### config.mk
export PLATFORM = sky130hd
export DESIGN_NAME = token_encoder
export DESIGN_NICKNAME = d
export VERILOG_FILES = /design/src/rtl/token_encoder.sv
export SDC_FILE = /design/constraint.sdc
export NUM_CORES = 1
export LEC_CHECK = 0
export ABC_AREA = 1
export BUFFER_PORTS_ARGS = -buffer_cell sky130_fd_sc_hd__buf_4
export CAP_MARGIN = 20
export CORE_MARGIN = 1
export CORE_UTILIZATION = 36
export CTS_CLUSTER_DIAMETER = 30
export DETAILED_ROUTE_END_ITERATION = 16
export PLACE_DENSITY = 0.51
export SYNTH_ARGS = -nofsm -noshare
export SYNTH_HDL_FRONTEND = slang
export SYNTH_SLANG_ARGS = --single-unit
export TNS_END_PERCENT = 1
### constraint.sdc
create_clock -name clk -period 8.5 [get_ports clk]
set_input_delay 0.425 -clock clk [delete_from_list [all_inputs] [get_ports clk]]
set_output_delay 0.425 -clock clk [all_outputs]
set_load 0.005 [all_outputs]
### src/rtl/token_encoder.sv
// Word-to-token encoder: scans zero-separated bytes and looks each word
// up in a vocab table, emitting one token ID per word on a valid/ready stream.
module token_encoder #(
   parameter int DATA_WIDTH     = 8,
   parameter int IN_ADDR_WIDTH  = 8,
   parameter int VOCAB_SIZE     = 16,
   parameter int MAX_WORD_LEN   = 8,
   parameter int ID_WIDTH       = 5,
   parameter int UNK_ID         = 31,
   parameter int VOC_ADDR_WIDTH = 7
) (
   input  logic                      clk,
   input  logic                      rst,
   input  logic                      start,
   input  logic [IN_ADDR_WIDTH-1:0]  in_base,
   input  logic [IN_ADDR_WIDTH-1:0]  in_len,
   output logic                      busy,
   output logic                      done,
   output logic                      in_rd_en,
   output logic [IN_ADDR_WIDTH-1:0]  in_addr,
   input  logic [DATA_WIDTH-1:0]     in_rdata,
   output logic                      voc_rd_en,
   output logic [VOC_ADDR_WIDTH-1:0] voc_addr,
   input  logic [DATA_WIDTH-1:0]     voc_rdata,
   output logic                      token_valid,
   input  logic                      token_ready,
   output logic [ID_WIDTH-1:0]       token_id,
   output logic [15:0]               token_count
);

   localparam int WW = $clog2(MAX_WORD_LEN + 1);
   localparam int BW = (MAX_WORD_LEN > 1) ? $clog2(MAX_WORD_LEN) : 1;
   localparam int EW = $clog2(VOCAB_SIZE + 1);

   typedef enum logic [2:0] {
      S_IDLE, S_RD_IN, S_CAP_IN, S_MATCH,
      S_V_RD, S_V_CMP, S_EMIT, S_DONE
   } state_e;

   state_e                   state_q, state_d;
   logic [IN_ADDR_WIDTH-1:0] base_q, base_d;
   logic [IN_ADDR_WIDTH-1:0] len_q, len_d;
   logic [IN_ADDR_WIDTH-1:0] ptr_q, ptr_d;
   logic [WW-1:0]            wlen_q, wlen_d;
   logic                     ovf_q, ovf_d;
   logic [EW-1:0]            e_q, e_d;
   logic [WW-1:0]            k_q, k_d;
   logic [ID_WIDTH-1:0]      id_q, id_d;
   logic [15:0]              cnt_q, cnt_d;
   logic [DATA_WIDTH-1:0]    wbuf_q [MAX_WORD_LEN];
   logic [DATA_WIDTH-1:0]    wbuf_d [MAX_WORD_LEN];

   logic [DATA_WIDTH-1:0]    exp_c;
   logic                     last_pos;
   logic                     has_word;
   logic [EW-1:0]            e_nxt;

   assign has_word = (wlen_q != '0) || ovf_q;
   assign e_nxt    = e_q + EW'(1);
   assign exp_c    = (k_q < wlen_q) ? wbuf_q[k_q[BW-1:0]] : '0;
   // A full-length word has no terminating 0 inside the slot
   assign last_pos = (k_q == wlen_q) ||
                     ((wlen_q == WW'(MAX_WORD_LEN)) &&
                      (k_q == WW'(MAX_WORD_LEN - 1)));

   always_comb begin
      state_d = state_q;
      base_d  = base_q;
      len_d   = len_q;
      ptr_d   = ptr_q;
      wlen_d  = wlen_q;
      ovf_d   = ovf_q;
      e_d     = e_q;
      k_d     = k_q;
      id_d    = id_q;
      cnt_d   = cnt_q;
      wbuf_d  = wbuf_q;
      unique case (state_q)
         S_IDLE: begin
            if (start) begin
               base_d  = in_base;
               len_d   = in_len;
               ptr_d   = '0;
               wlen_d  = '0;
               ovf_d   = 1'b0;
               cnt_d   = '0;
               state_d = S_RD_IN;
            end
         end
         S_RD_IN: begin
            if (ptr_q == len_q)
               state_d = has_word ? S_MATCH : S_DONE;
            else
               state_d = S_CAP_IN;
         end
         S_CAP_IN: begin
            ptr_d = ptr_q + IN_ADDR_WIDTH'(1);
            if (in_rdata != '0) begin
               if (wlen_q < WW'(MAX_WORD_LEN)) begin
                  wbuf_d[wlen_q[BW-1:0]] = in_rdata;
                  wlen_d = wlen_q + WW'(1);
               end else begin
                  ovf_d = 1'b1;
               end
               state_d = S_RD_IN;
            end else begin
               state_d = has_word ? S_MATCH : S_RD_IN;
            end
         end
         S_MATCH: begin
            if (ovf_q) begin
               id_d    = ID_WIDTH'(UNK_ID);
               state_d = S_EMIT;
            end else begin
               e_d     = '0;
               k_d     = '0;
               state_d = S_V_RD;
            end
         end
         S_V_RD: state_d = S_V_CMP;
         S_V_CMP: begin
            if (voc_rdata != exp_c) begin
               e_d = e_nxt;
               k_d = '0;
               if (e_nxt == EW'(VOCAB_SIZE)) begin
                  id_d    = ID_WIDTH'(UNK_ID);
                  state_d = S_EMIT;
               end else begin
                  state_d = S_V_RD;
               end
            end else if (last_pos) begin
               id_d    = ID_WIDTH'(e_q);
               state_d = S_EMIT;
            end else begin
               k_d     = k_q + WW'(1);
               state_d = S_V_RD;
            end
         end
         S_EMIT: begin
            if (token_ready) begin
               cnt_d   = cnt_q + 16'd1;
               wlen_d  = '0;
               ovf_d   = 1'b0;
               state_d = S_RD_IN;
            end
         end
         S_DONE: state_d = S_IDLE;
         default: state_d = S_IDLE;
      endcase
   end

   always_ff @(posedge clk or posedge rst) begin
      if (rst) begin
         state_q <= S_IDLE;
         base_q  <= '0;
         len_q   <= '0;
         ptr_q   <= '0;
         wlen_q  <= '0;
         ovf_q   <= 1'b0;
         e_q     <= '0;
         k_q     <= '0;
         id_q    <= '0;
         cnt_q   <= '0;
         for (int i = 0; i < MAX_WORD_LEN; i++)
            wbuf_q[i] <= '0;
      end else begin
         state_q <= state_d;
         base_q  <= base_d;
         len_q   <= len_d;
         ptr_q   <= ptr_d;
         wlen_q  <= wlen_d;
         ovf_q   <= ovf_d;
         e_q     <= e_d;
         k_q     <= k_d;
         id_q    <= id_d;
         cnt_q   <= cnt_d;
         wbuf_q  <= wbuf_d;
      end
   end

   assign busy        = (state_q != S_IDLE) && (state_q != S_DONE);
   assign done        = (state_q == S_DONE);
   assign in_rd_en    = (state_q == S_RD_IN) && (ptr_q != len_q);
   assign in_addr     = base_q + ptr_q;
   assign voc_rd_en   = (state_q == S_V_RD);
   assign voc_addr    = VOC_ADDR_WIDTH'(e_q) * VOC_ADDR_WIDTH'(MAX_WORD_LEN)
                      + VOC_ADDR_WIDTH'(k_q);
   assign token_valid = (state_q == S_EMIT);
   assign token_id    = id_q;
   assign token_count = cnt_q;

endmodule

======== Word-level counts from Yosys, hierarchy flattened ========
Cells that the tools add are included.
W data, S select, Z words.
word-level totals
  flip-flop bits (word level) ............. 126
  bits in latches ......................... 0
  bits in writable memories ............... 0
  ROM bits ................................ 0
  output and inout bits ................... 41
  word-level logic and storage cells ...... 127
  memories ................................ 0
cells by class
  add/sub/neg operators ................... 7
  $mul .................................... 0
  div/mod/pow operators ................... 0
  magnitude comparators ................... 5
  eq/ne operators ......................... 26
  shift operators ......................... 0
  mux-type cells .......................... 45
  bitwise gates (word level) .............. 2
  reduce and logical (&&, ||, !) cells .... 24
operators with widths
  kind                     number
  $bwmux W64               1
  $mux W8                  5
  $mux W16                 2
  $pmux W16 S2             1
  $mux W5                  6
  $mux W4                  7
  $bmux W8 S3              1
  $demux W8 S3             1
  $pmux W3 S8              1
  $pmux W5 S2              2
  $add A16 B1 Y16 const B  1
  $ne A8 B8 Y1             2
  $pmux W8 S2              1
  $mux W3                  5
  $ne A2 B2 Y1 const B     7
  $eq A3 B3 Y1 const B     4
  $ne A3 B3 Y1 const B     4
  $pmux W4 S3              1
  $reduce_and A3 Y1        4
  $mux W2                  5
  $reduce_and A5 Y1        2
  $add A4 B1 Y4 const B    2
  $add A8 B1 Y8 const B    1
  $add A8 B8 Y8            1
  27 further kinds         42

======== Depth between registers and ports, before layout ========
  depth after elaboration ................. 8
  depth in mapped cells ................... 18

======== Worst setup path after synthesis ========
No wires, ideal clock.
  kind .................................... register to register
  from .................................... reg wlen_q[1]
  to ...................................... reg e_q[1]
  library setup time ...................... 0.126 ns
  arrival ................................. 2.311 ns
  path slack .............................. 6.063 ns
  stages on the path, launching flop included .. 15
  path buffers ............................ 2
  period minus slack after synthesis ...... 2.437 ns
  cell sequence ........................... dfrtp_1 -> inv_1 -> ha_1 -> inv_1 -> o21bai_1 -> a21oi_2 -> buf_2 -> nand4_1 -> nand2_1 -> nand2_1 -> nor2_1 -> nand3_1 -> nand2_1 -> buf_2 -> o21ai_0
on the way
  longest elaborated chain between the ends .. 5
RTL lines
  what                         line  RTL
  start, declared              44    logic [WW-1:0] wlen_q, wlen_d;
  start signal, assigned       171   wlen_q <= wlen_d;
  $lt A4 B4 Y1                 60    assign exp_c = (k_q < wlen_q) ? wbuf_q[k_q[BW-1:0]] : '0;
  $mux W8                      60
  $ne A8 B8 Y1                 122   if (voc_rdata != exp_c) begin
  $ne A2 B2 Y1 (no line)       --
  $reduce_and A3 Y1 (no line)  --
  end signal, assigned         160   e_q <= '0;
  end signal, assigned         173   e_q <= e_d;
  end, declared                46    logic [EW-1:0] e_q, e_d;
Every way passes these cells.
A chain may end at the register's enable or synchronous reset.

======== Worst setup path in the final report ========
  from .................................... reg k_q[0]
  to ...................................... reg k_q[1]
on the way
  longest elaborated chain between the ends .. 8
RTL lines
  what                                                               line  RTL
  start, declared                                                    47    logic [WW-1:0] k_q, k_d;
  start signal, assigned                                             174   k_q <= k_d;
  $not A3 Y4 (not written as such)                                   60
  $bmux W8 S3                                                        60
  $mux W8 (not written as such) (2 in a row)                         60
  $mux W8                                                            60
  $ne A8 B8 Y1                                                       122
  $ne A3 B3 Y1 (no line) / $mux W4 (equally long branches)           --
  $reduce_and A3 Y1 (no line) / $pmux W4 S2 (equally long branches)  --
Parallel ways exist; a longest one is shown, timed or not. The select of a mux whose other input is x is not followed.

==> results.yml <==
critical_path:
  path_class: "reg2reg"
  slowest_stage: "a21oi_2"
  r2r_end: "k_q[1]"
  reg2reg_depth: 13
  cp.required_ns: 8.84
  ff2ff_setup_slack_ns: 5.19
  crit_chain: "buf_4 -> inv_2 -> ha_1 -> o21bai_1 -> a21oi_2 -> nand3_1 -> nand2_1 -> nand2_1 -> nor2_1 -> nand3_1 -> nand2_1 -> nand2_1 -> o21ai_0"
  cp.arrival_ns: 3.65
  crit_path_start_kind: "flop"
  r2r_start: "k_q[0]"
  crit_buf_inv: 2
  cp_common_cell: "nand2_1"
  critical_path.top_delay_family: "simple AND/OR/NAND/NOR gates"
  max_stage_delay_ns: 0.51
  path_max_fanout: 37
  endpoint_kind: "flop"
routing:
  wl_per_cell_um: 14.3
  drc: 0
  antenna_left: 0
  via_count: 5747
  via_per_inst: 4.75
  dr.first_iter.drc_count: 271
  dr.pass1.iters: 4
  drt-total-wl_um: 17300
finish:
  layout_commonest_cell: "nand2_1"
  fin_nets: 1020
  diodes: 0
  finish.utilization: 0.439
  final_cell_mix: "nand2_1 (295), dfrtp_1 (126), inv_1 (102)"
  layout-drive-gt1-share: 0.138
  syn2layout_area_growth_pct: 19.7
clocking:
  cts_tree: "done"
  h-tree-depth: 4
  clockBufferDepth: 2
  insertion_delay_ns: 0.43
  cts_made_buffers: 17
  clk_pin_slew_worst_paths_ns: 0.06
  cts-root-buf: "clkbuf_16"
  cts_hold_buf: 0
  clock-sinks: 126
  cts.repair.resized: 0
  post_cts_buffers: 0
power:
  power_density_nw_per_um2: 278
  p_clk_frac: 0.332
  pwr-share-comb: 0.311
  p_leak_uw: 0.00411
  ir_drop_mv: 0.135
  sequentialPowerShare: 0.357
  swShare: 0.353
  p_switching_uw: 803
  intPower_uw: 1470
synth:
  ys_types: 40
  synth_flop_cell: "dfrtp_1"
  synth_top_family_by_area: "simple AND/OR/NAND/NOR gates"
  ys_seq_area_frac: 0.461
  synth_area_um2: 6830
  synthXorXnorAreaFrac: 0.0269
  synth-edff-count: 0
  synth_compound_area_frac: 0.0992
  synth-simple-area-share: 0.288
  syn-num-nets: 952
  synth.area.mux_share: 0.00165
  ys_ff_latch: 126
  syn_area_per_cell_um2: 7.63
  yosysWarnings: 0
  synthArstFlopShare: 1.00
  synth_adder_area_share: 0.0396
  syn_inst: 895
sta:
  drv_slew: 0
  min_period_over_period: 0.389
  fin_crit_ns: 3.31
  worstMarginPinSlew_ns: 0.986
  setup_viol: 0
  rsz0062_at_grt: "false"
  clock.fmax_mhz: 302
  hold_violations: 0
  final.setup.tns_ns: 0
  slew_headroom: 0.337
  worst_clock_skew_ns: 0.0209
hold_path:
  hold_path_class: "in2async"
die:
  fp.dieH_um: 140
  core.rowCount: 50
  die_w_um: 140
  initial_core_util: 0.367
  ios: 77
  core_area_um2: 18600
  die_area_um2: 19500
global_route:
  antenna_found_initial: 0
  gr-total-overflow: 0
  grt_pass1_wl_um: 28900
  grt_max_degree: 73
  grt_usage: 0.190
  grt_pass1_vias: 5554
placement:
  place.gp.congestion: 0.771
  io_buffers: 76
  dp_hpwl_um: 11600
status:
  status: "finished, final reports clean"
run:
  maxCapViolCount: 0
## per-stage QoR
step                      hold slack (ns)  area [µm²]  instances  total power [µW]  worst slack (ns)
after floorplan                     0.448        6830        895              1290              4.72
after global placement              0.467        7560       1178              1530              5.26
after detailed placement            0.472        7560       1178              1540              5.17
after CTS                           0.158        8180       1210              2310              5.16
after global routing                0.188        8180       1210              2450              4.70
final                               0.134        8180       1210              2280              5.19
## cells by family (layout without fill, tap and decap cells)
family	Yosys count	after routing
buffers and inverters	139	220
adder cells (fa/ha/maj)	21	21
AND/OR/NAND/NOR	460	460
flip-flops	126	126
multiplexers	1	1
XOR/XNOR	21	21
AO/OA/AOI/OAI	127	127
## how the worst max path moves through the flow
stage	startpoint	to	slack, ns	depth (start not counted)
floorplan	rst	base_q[0]	4.72	1
finish	k_q[0]	k_q[1]	5.19	13
detailed placement	k_q[0]	k_q[2]	5.17	13
global route	k_q[0]	k_q[2]	4.70	15
CTS	k_q[0]	k_q[1]	5.16	13
global placement	k_q[0]	k_q[2]	5.26	15
## state kept, by name, summed over array words and instances (netlist names)
name,flops
e_q,5
token_id,5
k_q,4
token_count,16
state_q,3
wlen_q,4
len_q,8
wbuf_q,64
ptr_q,8
base_q,8
ovf_q,1
## synthesized netlist by cell type (2+ instances only)
master | number | share of area
nand2_1 | 295 | 0.16
dfrtp_1 | 126 | 0.46
inv_1 | 103 | 0.057
nand3_1 | 78 | 0.057
o21ai_0 | 56 | 0.041
nor2_1 | 48 | 0.026
o21ai_1 | 38 | 0.028
ha_1 | 20 | 0.037
a21oi_1 | 19 | 0.014
xor2_1 | 19 | 0.024
buf_2 | 18 | 0.013
nand4_1 | 11 | 0.010
nor3_1 | 9 | 0.0066
buf_4 | 6 | 0.0066
clkbuf_1 | 6 | 0.0033
nand3_2 | 5 | 0.0073
inv_2 | 4 | 0.0022
nand4_2 | 3 | 0.0055
o22ai_1 | 3 | 0.0027
a21o_1 | 2 | 0.0022
clkinv_1 | 2 | 0.0011
nor2_2 | 2 | 0.0018
nor3b_1 | 2 | 0.0022
nor4_1 | 2 | 0.0018
o21bai_1 | 2 | 0.0022
xnor2_1 | 2 | 0.0026
## routing by layer
metal  global-route usage  vias to the layer above  routed length (µm)
met1                0.263                     2605                8700
met3               0.0533                       19                 932
met4               0.0706                        0                 266
met2                0.282                      114                7360
li1                     -                     3009                   -
met5                    0                        -                   0
## area by class of cell
| cell class | count | area (µm²) |
|---|---|---|
| fill | 1934 | 10500 |
| clock inverter | 13 | 165 |
| timing repair buffer | 79 | 593 |
| sequential | 126 | 3150 |
| clock buffer | 19 | 453 |
| inverter | 109 | 412 |
| multi-input combinational | 630 | 3110 |
| tap | 234 | 293 |
## power by group through the flow
stage          combinational (µW)  clock [µW]  sequential (µW)
4_1_cts                       720         772              815
6_report                      707         756              814
3_3_place_gp                  711           0              824
3_5_place_dp                  719           0              821
2_1_floorplan                 492           0              796
5_1_grt                       815         804              831
(Power assumes the default switching activity.)
